==> config.mk <==
export PLATFORM = sky130hd
export DESIGN_NAME = dft_bus_master_flat
export DESIGN_NICKNAME = d
export VERILOG_FILES = /design/src/rtl/dft_bus_master_pkg.sv /design/src/rtl/dft_bus_master_if.sv /design/src/rtl/dft_bus_master.sv /design/src/flat_wrapper.sv
export SDC_FILE = /design/constraint.sdc
export NUM_CORES = 1
export LEC_CHECK = 0
export CORE_UTILIZATION = 45
export DETAILED_ROUTE_END_ITERATION = 10
export GPL_TIMING_DRIVEN = 0
export PLACE_DENSITY = 0.78
export SYNTH_ARGS = -nofsm -noshare
export SYNTH_HDL_FRONTEND = slang
export SYNTH_SLANG_ARGS = --single-unit
==> constraint.sdc <==
create_clock -name clk -period 2 [get_ports clk]
set_input_delay 0.4 -clock clk [delete_from_list [all_inputs] [get_ports clk]]
set_output_delay 0.4 -clock clk [all_outputs]
set_load 0.05 [all_outputs]
==> src/rtl/dft_bus_master_pkg.sv <==
// Shared definitions for the dft_block window master: FSM state encoding,
// default window geometry and a counter-width helper.
package dft_bus_master_pkg;

  localparam int          DEF_WIDTH  = 8;
  localparam int          DEF_AW     = 8;
  localparam int unsigned DEF_BASE   = 'hF8;
  localparam int          DEF_NWORDS = 8;
  localparam int          DEF_SETTLE = 2;

  typedef enum logic [2:0] {
    S_LOAD,
    S_SETTLE,
    S_RADDR,
    S_RCAP,
    S_OUT
  } state_e;

  // Counters never collapse to zero width, even for a single-value range.
  function automatic int cnt_w(input int n);
    return (n > 1) ? $clog2(n) : 1;
  endfunction

endpackage

==> src/rtl/dft_bus_master_if.sv <==
// Input stream, output stream and dft_block window bus bundled together.
interface dft_bus_master_if
  import dft_bus_master_pkg::*;
#(
  parameter int WIDTH = DEF_WIDTH,
  parameter int AW    = DEF_AW
);
  logic [WIDTH-1:0] in_data;
  logic             in_valid;
  logic             in_ready;
  logic [WIDTH-1:0] out_data;
  logic             out_valid;
  logic             out_ready;
  logic             memwrite;
  logic [AW-1:0]    adr;
  logic [WIDTH-1:0] writedata;
  logic [WIDTH-1:0] memdata;
  logic             frame_done;

  modport master (
    input  in_data, in_valid, out_ready, memdata,
    output in_ready, out_data, out_valid, memwrite, adr, writedata, frame_done
  );

  modport slave (
    output in_data, in_valid, out_ready, memdata,
    input  in_ready, out_data, out_valid, memwrite, adr, writedata, frame_done
  );
endinterface

==> src/rtl/dft_bus_master.sv <==
// Writes one NWORDS frame from the input stream into the window at BASE, waits
// SETTLE idle bus cycles, then reads the window back onto the output stream.
module dft_bus_master
  import dft_bus_master_pkg::*;
#(
  parameter int          WIDTH  = DEF_WIDTH,
  parameter int          AW     = DEF_AW,
  parameter int unsigned BASE   = DEF_BASE,
  parameter int          NWORDS = DEF_NWORDS,
  parameter int          SETTLE = DEF_SETTLE
) (
  input logic              clk,
  input logic              rst_n,
  dft_bus_master_if.master m
);

  localparam int IW = cnt_w(NWORDS);
  localparam int CW = cnt_w(SETTLE);
  localparam logic [IW-1:0] LAST = IW'(NWORDS - 1);

  if ((NWORDS < 1) || (SETTLE < 1) ||
      (BASE + NWORDS - 1 > (1 << AW) - 1)) begin : g_bad_params
    $error("dft_bus_master: window BASE..BASE+NWORDS-1 must fit in AW bits, SETTLE>=1");
  end

  state_e           state_q, state_d;
  logic [IW-1:0]    idx_q, idx_d;
  logic [CW-1:0]    cnt_q, cnt_d;
  logic             memwrite_q, memwrite_d;
  logic [AW-1:0]    adr_q, adr_d;
  logic [WIDTH-1:0] wdata_q, wdata_d;
  logic [WIDTH-1:0] odata_q, odata_d;
  logic             ovalid_q, ovalid_d;
  logic             fdone_q, fdone_d;

  function automatic logic [AW-1:0] win_adr(input logic [IW-1:0] i);
    return AW'(BASE) + AW'(i);
  endfunction

  always_ff @(posedge clk or negedge rst_n) begin
    if (!rst_n) begin
      state_q    <= S_LOAD;
      idx_q      <= '0;
      cnt_q      <= '0;
      memwrite_q <= 1'b0;
      adr_q      <= '0;
      wdata_q    <= '0;
      odata_q    <= '0;
      ovalid_q   <= 1'b0;
      fdone_q    <= 1'b0;
    end else begin
      state_q    <= state_d;
      idx_q      <= idx_d;
      cnt_q      <= cnt_d;
      memwrite_q <= memwrite_d;
      adr_q      <= adr_d;
      wdata_q    <= wdata_d;
      odata_q    <= odata_d;
      ovalid_q   <= ovalid_d;
      fdone_q    <= fdone_d;
    end
  end

  always_comb begin
    state_d    = state_q;
    idx_d      = idx_q;
    cnt_d      = cnt_q;
    memwrite_d = 1'b0;
    adr_d      = adr_q;
    wdata_d    = wdata_q;
    odata_d    = odata_q;
    ovalid_d   = ovalid_q;
    fdone_d    = 1'b0;
    unique case (state_q)
      S_LOAD: begin
        if (m.in_valid) begin
          memwrite_d = 1'b1;
          adr_d      = win_adr(idx_q);
          wdata_d    = m.in_data;
          if (idx_q == LAST) begin
            idx_d   = '0;
            cnt_d   = CW'(SETTLE - 1);
            state_d = S_SETTLE;
          end else begin
            idx_d = idx_q + IW'(1);
          end
        end
      end
      S_SETTLE: begin
        // The final write occupies the first SETTLE cycle; idle counting starts after it.
        if (!memwrite_q) begin
          if (cnt_q == '0) begin
            adr_d   = win_adr(idx_q);
            state_d = S_RADDR;
          end else begin
            cnt_d = cnt_q - CW'(1);
          end
        end
      end
      S_RADDR: state_d = S_RCAP;
      S_RCAP: begin
        odata_d  = m.memdata;
        ovalid_d = 1'b1;
        state_d  = S_OUT;
      end
      S_OUT: begin
        if (m.out_ready) begin
          ovalid_d = 1'b0;
          if (idx_q == LAST) begin
            idx_d   = '0;
            fdone_d = 1'b1;
            state_d = S_LOAD;
          end else begin
            idx_d   = idx_q + IW'(1);
            adr_d   = win_adr(idx_q + IW'(1));
            state_d = S_RADDR;
          end
        end
      end
      default: state_d = S_LOAD;
    endcase
  end

  assign m.in_ready   = (state_q == S_LOAD);
  assign m.memwrite   = memwrite_q;
  assign m.adr        = adr_q;
  assign m.writedata  = wdata_q;
  assign m.out_data   = odata_q;
  assign m.out_valid  = ovalid_q;
  assign m.frame_done = fdone_q;

endmodule

==> src/flat_wrapper.sv <==
// flat-port wrapper written by rule: the top's interface ports become plain ports
module dft_bus_master_flat import dft_bus_master_pkg::*;
#(
  parameter int          WIDTH  = DEF_WIDTH,
  parameter int          AW     = DEF_AW,
  parameter int unsigned BASE   = DEF_BASE,
  parameter int          NWORDS = DEF_NWORDS,
  parameter int          SETTLE = DEF_SETTLE
)
  (clk, rst_n, m_in_data, m_in_valid, m_out_ready, m_memdata, m_in_ready, m_out_data, m_out_valid, m_memwrite, m_adr, m_writedata, m_frame_done);
  dft_bus_master_if #(.WIDTH(WIDTH), .AW(AW)) m_i ();
  input logic clk;
  input logic rst_n;
  input wire logic [$bits(m_i.in_data)-1:0] m_in_data;
  input wire logic [$bits(m_i.in_valid)-1:0] m_in_valid;
  input wire logic [$bits(m_i.out_ready)-1:0] m_out_ready;
  input wire logic [$bits(m_i.memdata)-1:0] m_memdata;
  output wire logic [$bits(m_i.in_ready)-1:0] m_in_ready;
  output wire logic [$bits(m_i.out_data)-1:0] m_out_data;
  output wire logic [$bits(m_i.out_valid)-1:0] m_out_valid;
  output wire logic [$bits(m_i.memwrite)-1:0] m_memwrite;
  output wire logic [$bits(m_i.adr)-1:0] m_adr;
  output wire logic [$bits(m_i.writedata)-1:0] m_writedata;
  output wire logic [$bits(m_i.frame_done)-1:0] m_frame_done;
  assign m_i.in_data = m_in_data;
  assign m_i.in_valid = m_in_valid;
  assign m_i.out_ready = m_out_ready;
  assign m_i.memdata = m_memdata;
  assign m_in_ready = m_i.in_ready;
  assign m_out_data = m_i.out_data;
  assign m_out_valid = m_i.out_valid;
  assign m_memwrite = m_i.memwrite;
  assign m_adr = m_i.adr;
  assign m_writedata = m_i.writedata;
  assign m_frame_done = m_i.frame_done;
  dft_bus_master #(.WIDTH(WIDTH), .AW(AW), .BASE(BASE), .NWORDS(NWORDS), .SETTLE(SETTLE)) u_core (.clk(clk), .rst_n(rst_n), .m(m_i));
endmodule
# Word-level counts from Yosys, hierarchy flattened
# Index checks and enable logic that the tools add are counted.
# word_totals
reg_bits	34
latchBits	0
mem_bits_rw	0
rom_bits	0
inputBits	20
wordCells	64
memories	0
# classes
addsub	4
n_mul	0
div_mod_pow	0
magnitude_cmp	0
n_eq_ne	11
n_shift	0
n_mux	29
n_bitwise	0
reduce_logical	11
# op_table
op	n
$mux 8	5
$mux 3	8
$pmux 8 s3	1
$pmux 3 s5	1
$add 4x4->5 const A	2
$mux 1	10
$ne 2x2->1 const B	5
$eq 3x2->1 const B	2
$eq 3x3->1 const B	2
$pmux 3 s2	1
$reduce_and 6->1	1
$reduce_bool 2->1	3
$reduce_and 5->1	1
$pmux 1 s2	2
$reduce_and 2->1	2
$reduce_and 4->1	1
$add 3x1->3 const B	1
$eq 3x1->1 const B	1
$logic_not 3->1	1
$reduce_and 3->1	1
$reduce_bool 3->1	1
$mux 2	1
$ne 2x1->1 const B	1
$sub 1x1->1 const B	1

# Longest topological paths before layout
# depth
depth_word	5
depth_mapped	5
ltp_nobuf	5

# Worst setup path after synthesis
# No wires, ideal clock.
# synth_timing
kind	flip-flop to flip-flop
start	reg u_core.state_q[1]
end	reg u_core.wdata_q[0] (netlist: u_core.m.writedata[0])
arrival_time_ps	1946
required_ps	1875
setup_slack_ps	-71
stages_incl_launch_ff	6
path_buffers	2
cell_sequence	dfrtp_1 > buf_2 > nor3_2 > and2_4 > buf_6 > mux2_4
# synth_via
elab_chain_len	2
# synth_lines
element	line	text
start: declaration	dft_bus_master.sv:26	state_e state_q, state_d;
start signal: assignment	dft_bus_master.sv:52	state_q <= state_d;
$logic_not 3->1	-	
via m_in_ready	flat_wrapper.sv:18	output wire logic [$bits(m_i.in_ready)-1:0] m_in_ready;
$reduce_and 2->1 (no line)	-	
end signal: assignment	dft_bus_master.sv:57	wdata_q <= wdata_d;
end: declaration	dft_bus_master.sv:31	logic [WIDTH-1:0] wdata_q, wdata_d;
# The timed path passes the listed nets, and every way through them passes these cells.
# A chain may end at the register's enable or synchronous reset.

# Worst setup path in the final report
# layout_timing
start	reg u_core.adr_q[0] (netlist: u_core.m.adr[0])
end	out m_adr[0]
# layout_lines
element	line	text
start: declaration	dft_bus_master.sv:30	logic [AW-1:0] adr_q, adr_d;
start signal: assignment	dft_bus_master.sv:56	adr_q <= adr_d;
end: declaration	flat_wrapper.sv:22	output wire logic [$bits(m_i.adr)-1:0] m_adr;
# No word-level cell between the ends.

==> results_tabular.tex <==
\begin{tabular}{lr}
\hline
Metric & Value \\
\hline
\multicolumn{2}{l}{\textbf{Run status}} \\
Run status & finished clean \\
\multicolumn{2}{l}{\textbf{GRT}} \\
Number of global-route vias before repair & 966 \\
First-pass GRT wire length & 4560 um \\
Number of antenna violations at the first check in global routing & 0 \\
GR Util All Layers & 18.46\% \\
Total overflow reported by the global router & 0 \\
Maximum number of pins on one net before global-route repair & 31 \\
\multicolumn{2}{l}{\textbf{Layout}} \\
Seq. cell area & 750.7 sq um \\
Nets & 179 \\
Area grow syn2layout & 40.59\% \\
Share of cells above drive strength 1 & 23.57\% \\
Fillers & 242 \\
Summed area of non-filler cells in the final layout & 2011 sq um \\
Total area of multi-input combinational cells & 609.3 sq um \\
Util after Layout & 66.41\% \\
Number of diodes & 0 \\
\multicolumn{2}{l}{\textbf{Timing}} \\
Number of max-slew violations in the final report & 0 \\
Total negative setup slack & 0 ps \\
Achievable clock frequency & 525.1 MHz \\
Post-layout worst setup margin & 95.51 ps \\
Setup-violating endpoint count in the final report & 0 \\
Period minus WS final & 1904 ps \\
Final Hold Viols & 0 \\
Maximum clock skew at final layout & 4.743 ps \\
Actual transition at the worst max-transition pin & 651.3 ps \\
Headroom to the max-slew limit & 56.58\% \\
Share of the cycle needed by the critical path after routing & 95.22\% \\
Unrepaired setup endpoints after global routing & no \\
\multicolumn{2}{l}{\textbf{Drt}} \\
Vias per Instance & 4.806 \\
Drt total wl & 2816 um \\
DRT antenna net count & 0 \\
Routed WL per cell & 14.01 um \\
Detailed-routing iteration count for the pre-antenna-repair pass & 4 \\
Violation count after the first detailed-routing iteration & 16 \\
Post-route DRC & 0 \\
Vias & 966 \\
\multicolumn{2}{l}{\textbf{Synthesis}} \\
Unique cell type count in the Yosys netlist & 34 \\
Synthesized-area fraction occupied by xor and xnor cells & 0.6124\% \\
Cell types with the largest area share after synthesis & sky130\_fd\_sc\_hd\_\_dfrtp\_1 52\%, sky130\_fd\_sc\_hd\_\_mux2\_4 13\%, sky130\_fd\_sc\_hd\_\_mux2\_1 7.9\% \\
Sequential element share of the synthesized area & 52.49\% \\
Mux share of post-synthesis cell area & 21.87\% \\
Synth async-reset ratio & 100.0\% \\
Largest family of logic cells by synthesized area & multiplexers \\
Library cell with the highest instance count after synthesis & sky130\_fd\_sc\_hd\_\_dfrtp\_1 \\
Fraction of the mapped netlist area in simple logic gates & 9.711\% \\
Synth Warn \# & 0 \\
Mapped Cells & 102 \\
Number of synthesized register bits & 30 \\
Adder-cell share of the synthesized area & 2.625\% \\
Post-synthesis instance area & 1430 sq um \\
Post-synthesis compound-gate area fraction & 7.349\% \\
Share of the synthesized area in the top cell type & 52.49\% \\
Top post-synthesis cells by count & 30 x sky130\_fd\_sc\_hd\_\_dfrtp\_1, 12 x sky130\_fd\_sc\_hd\_\_mux2\_4, 10 x sky130\_fd\_sc\_hd\_\_mux2\_1, 5 x sky130\_fd\_sc\_hd\_\_nand2\_1 \\
Post-synth EDFFs & 0 \\
Synthesized area divided by synthesized cell count & 14.02 sq um \\
Net count after synthesis & 125 \\
Leading area contributor after synthesis & sky130\_fd\_sc\_hd\_\_dfrtp\_1 \\
Leading register cell type out of synthesis & sky130\_fd\_sc\_hd\_\_dfrtp\_1 \\
\multicolumn{2}{l}{\textbf{Setup path}} \\
Worst EP arrival & 1500 ps \\
Worst path bufs/invs & 1 \\
Critical Path End Type & output port \\
Critical Setup Path Class & reg2out \\
Family of cells with the greatest summed delay on the critical path & buffers and inverters \\
Sequence of cells on the critical path & clkdlybuf4s50\_1 \\
Worst-path fanout max & 2 \\
Endpoint required time on the critical path & 1600 ps \\
Critical Path Max Stage Delay & 810 ps \\
Critical Path Start Type & flip-flop \\
Slowest stage cell on the critical path & sky130\_fd\_sc\_hd\_\_clkdlybuf4s50\_1 \\
\multicolumn{2}{l}{\textbf{Clocking}} \\
TritonCTS clock tree & yes \\
Total number of clock tree sinks & 30 \\
Number of gates given a new drive strength after cts & 8 \\
Post-CTS Repair Setup Buffers & 0 \\
Max clock buf depth & 2 \\
Number of H-tree levels & 2 \\
CTS Root Buffer Type & sky130\_fd\_sc\_hd\_\_clkbuf\_4 \\
Number of clock buffers inserted by TritonCTS & 5 \\
CTS Hold Bufs & 0 \\
Clock latency at the later pin of the worst-skew pair & 330 ps \\
Post-CTS clock slew at the launch and capture registers of the worst setup and hold paths & 90 ps \\
\multicolumn{2}{l}{\textbf{Placement}} \\
Gpl congestion & 0.7465 \\
Port bufs & 47 \\
HPWL after detailed placement & 2034 um \\
Cell area after placement & 1962 sq um \\
Pre-CTS setup slack & -35.79 ps \\
\multicolumn{2}{l}{\textbf{Power}} \\
Power density normalized to cell area & 1861 nW/um\^{}2 \\
Pwr Total & 3.742 mW \\
Peak supply drop & 0.0008728 V \\
Leakage & 0.8828 nW \\
\multicolumn{2}{l}{\textbf{Die}} \\
Vert. Die Dim & 58.38 um \\
Horiz. Die Dim & 58.38 um \\
Area of the core & 3028 sq um \\
Effective utilization at floorplan & 47.23\% \\
Area enclosed by the die boundary & 3408 sq um \\
IO Pins & 48 \\
\# rows & 20 \\
\multicolumn{2}{l}{\textbf{Flow run}} \\
Max-cap violations & 0 \\
\multicolumn{2}{l}{\textbf{Worst hold path}} \\
Classification of the worst-slack hold path & in2async \\
\hline
\end{tabular}
[layer usage]
metal | GRT usage (%) | share of wire (%) | vias to the layer above
met5 | 0 | 0 | -
met4 | 8.844 | 2.5 | 0
met3 | 6.813 | 4.3 | 7
met2 | 28.90 | 49 | 25
met1 | 22.67 | 44 | 474
li1 | - | - | 460
[flip-flops by register name, summed over array words and instances (netlist names)]
register,flops
u_core.m.adr,4
u_core.m.out_data,8
u_core.m.writedata,8
u_core.idx_q,3
u_core.cnt_q,1
u_core.m.memwrite,1
u_core.state_q,3
u_core.m.frame_done,1
u_core.m.out_valid,1
[worst paths after layout]
check / endpoint / slack [ps] / startpoint / depth (start not counted)
max: m_adr[0] / 100 / u_core.m.adr[0]$_DFFE_PN0P_ / 1
min: u_core.m.writedata[4]$_DFFE_PN0P_ / 90 / rst_n / 1
max reg2reg: u_core.m.adr[0]$_DFFE_PN0P_ / 280 / u_core.idx_q[0]$_DFFE_PN0P_ / 5
min reg2reg: u_core.m.out_data[1]$_DFFE_PN0P_ / 500 / u_core.m.out_data[1]$_DFFE_PN0P_ / 1
max in group asynchronous: u_core.m.adr[6]$_DFFE_PN0P_ / 1490 / rst_n / 1
min in group clk: u_core.m.out_data[1]$_DFFE_PN0P_ / 500 / u_core.m.out_data[1]$_DFFE_PN0P_ / 1
[worst register-to-register path: stages, from the launching register on]
cell and delay [ps]:
sky130_fd_sc_hd__dfrtp_1 430, sky130_fd_sc_hd__ha_1 240, sky130_fd_sc_hd__ha_1 200, sky130_fd_sc_hd__o21ai_0 210
sky130_fd_sc_hd__o211a_4 250, sky130_fd_sc_hd__mux2_4 300
[cell type report]
| type | instances | area share, % |
|---|---|---|
| inverter | 2 | 0.3734 |
| sequential | 30 | 37.34 |
| tap | 44 | 2.738 |
| timing repair buffer | 47 | 22.84 |
| multi-input combinational | 62 | 30.30 |
| buffer | 8 | 3.423 |
| clock buffer | 7 | 2.738 |
| clock inverter | 1 | 0.2489 |
[per-stage QoR]
step / std cells / hold slack [ps]
2_1_floorplan: 102 / 104.4
3_3_place_gp: 193 / 474.6
3_5_place_dp: 193 / 481.6
4_1_cts: 201 / 503.0
5_1_grt: 201 / 112.9
6_report: 201 / 88.49
[layout by cell type, fill, tap and decap left out, types with 2 or more instances in the layout]
cell type | Yosys | routed
sky130_fd_sc_hd__a21oi_1 | 2 | 2
sky130_fd_sc_hd__buf_2 | 1 | 2
sky130_fd_sc_hd__buf_4 | 4 | 4
sky130_fd_sc_hd__buf_6 | 3 | 3
sky130_fd_sc_hd__clkbuf_4 | 0 | 5
sky130_fd_sc_hd__clkdlybuf4s50_1 | 0 | 40
sky130_fd_sc_hd__dfrtp_1 | 30 | 30
sky130_fd_sc_hd__dlygate4sd2_1 | 0 | 5
sky130_fd_sc_hd__ha_1 | 3 | 3
sky130_fd_sc_hd__mux2_1 | 10 | 10
sky130_fd_sc_hd__mux2_4 | 12 | 12
sky130_fd_sc_hd__mux2i_1 | 2 | 2
sky130_fd_sc_hd__nand2_1 | 5 | 5
sky130_fd_sc_hd__nand2b_1 | 3 | 3
sky130_fd_sc_hd__nor3_1 | 2 | 2
sky130_fd_sc_hd__o21ai_1 | 4 | 4
[cell families (layout without fill, tap and decap cells)]
kind of cell,after synthesis,after routing
adder cells (fa/ha/maj),3,3
buffers and inverters,10,65
XOR/XNOR,1,1
flip-flops,30,30
AND/OR/NAND/NOR,20,20
multiplexers,24,24
AO/OA/AOI/OAI,14,14
[where the power goes]
part / switching [mW] / internal, mW
combinational: 1.34 / 0.971
clock: 0.202 / 0.170
sequential: 0.175 / 0.888
total: 1.71 / 2.03
Note: power is estimated with default switching activity, not from simulation.
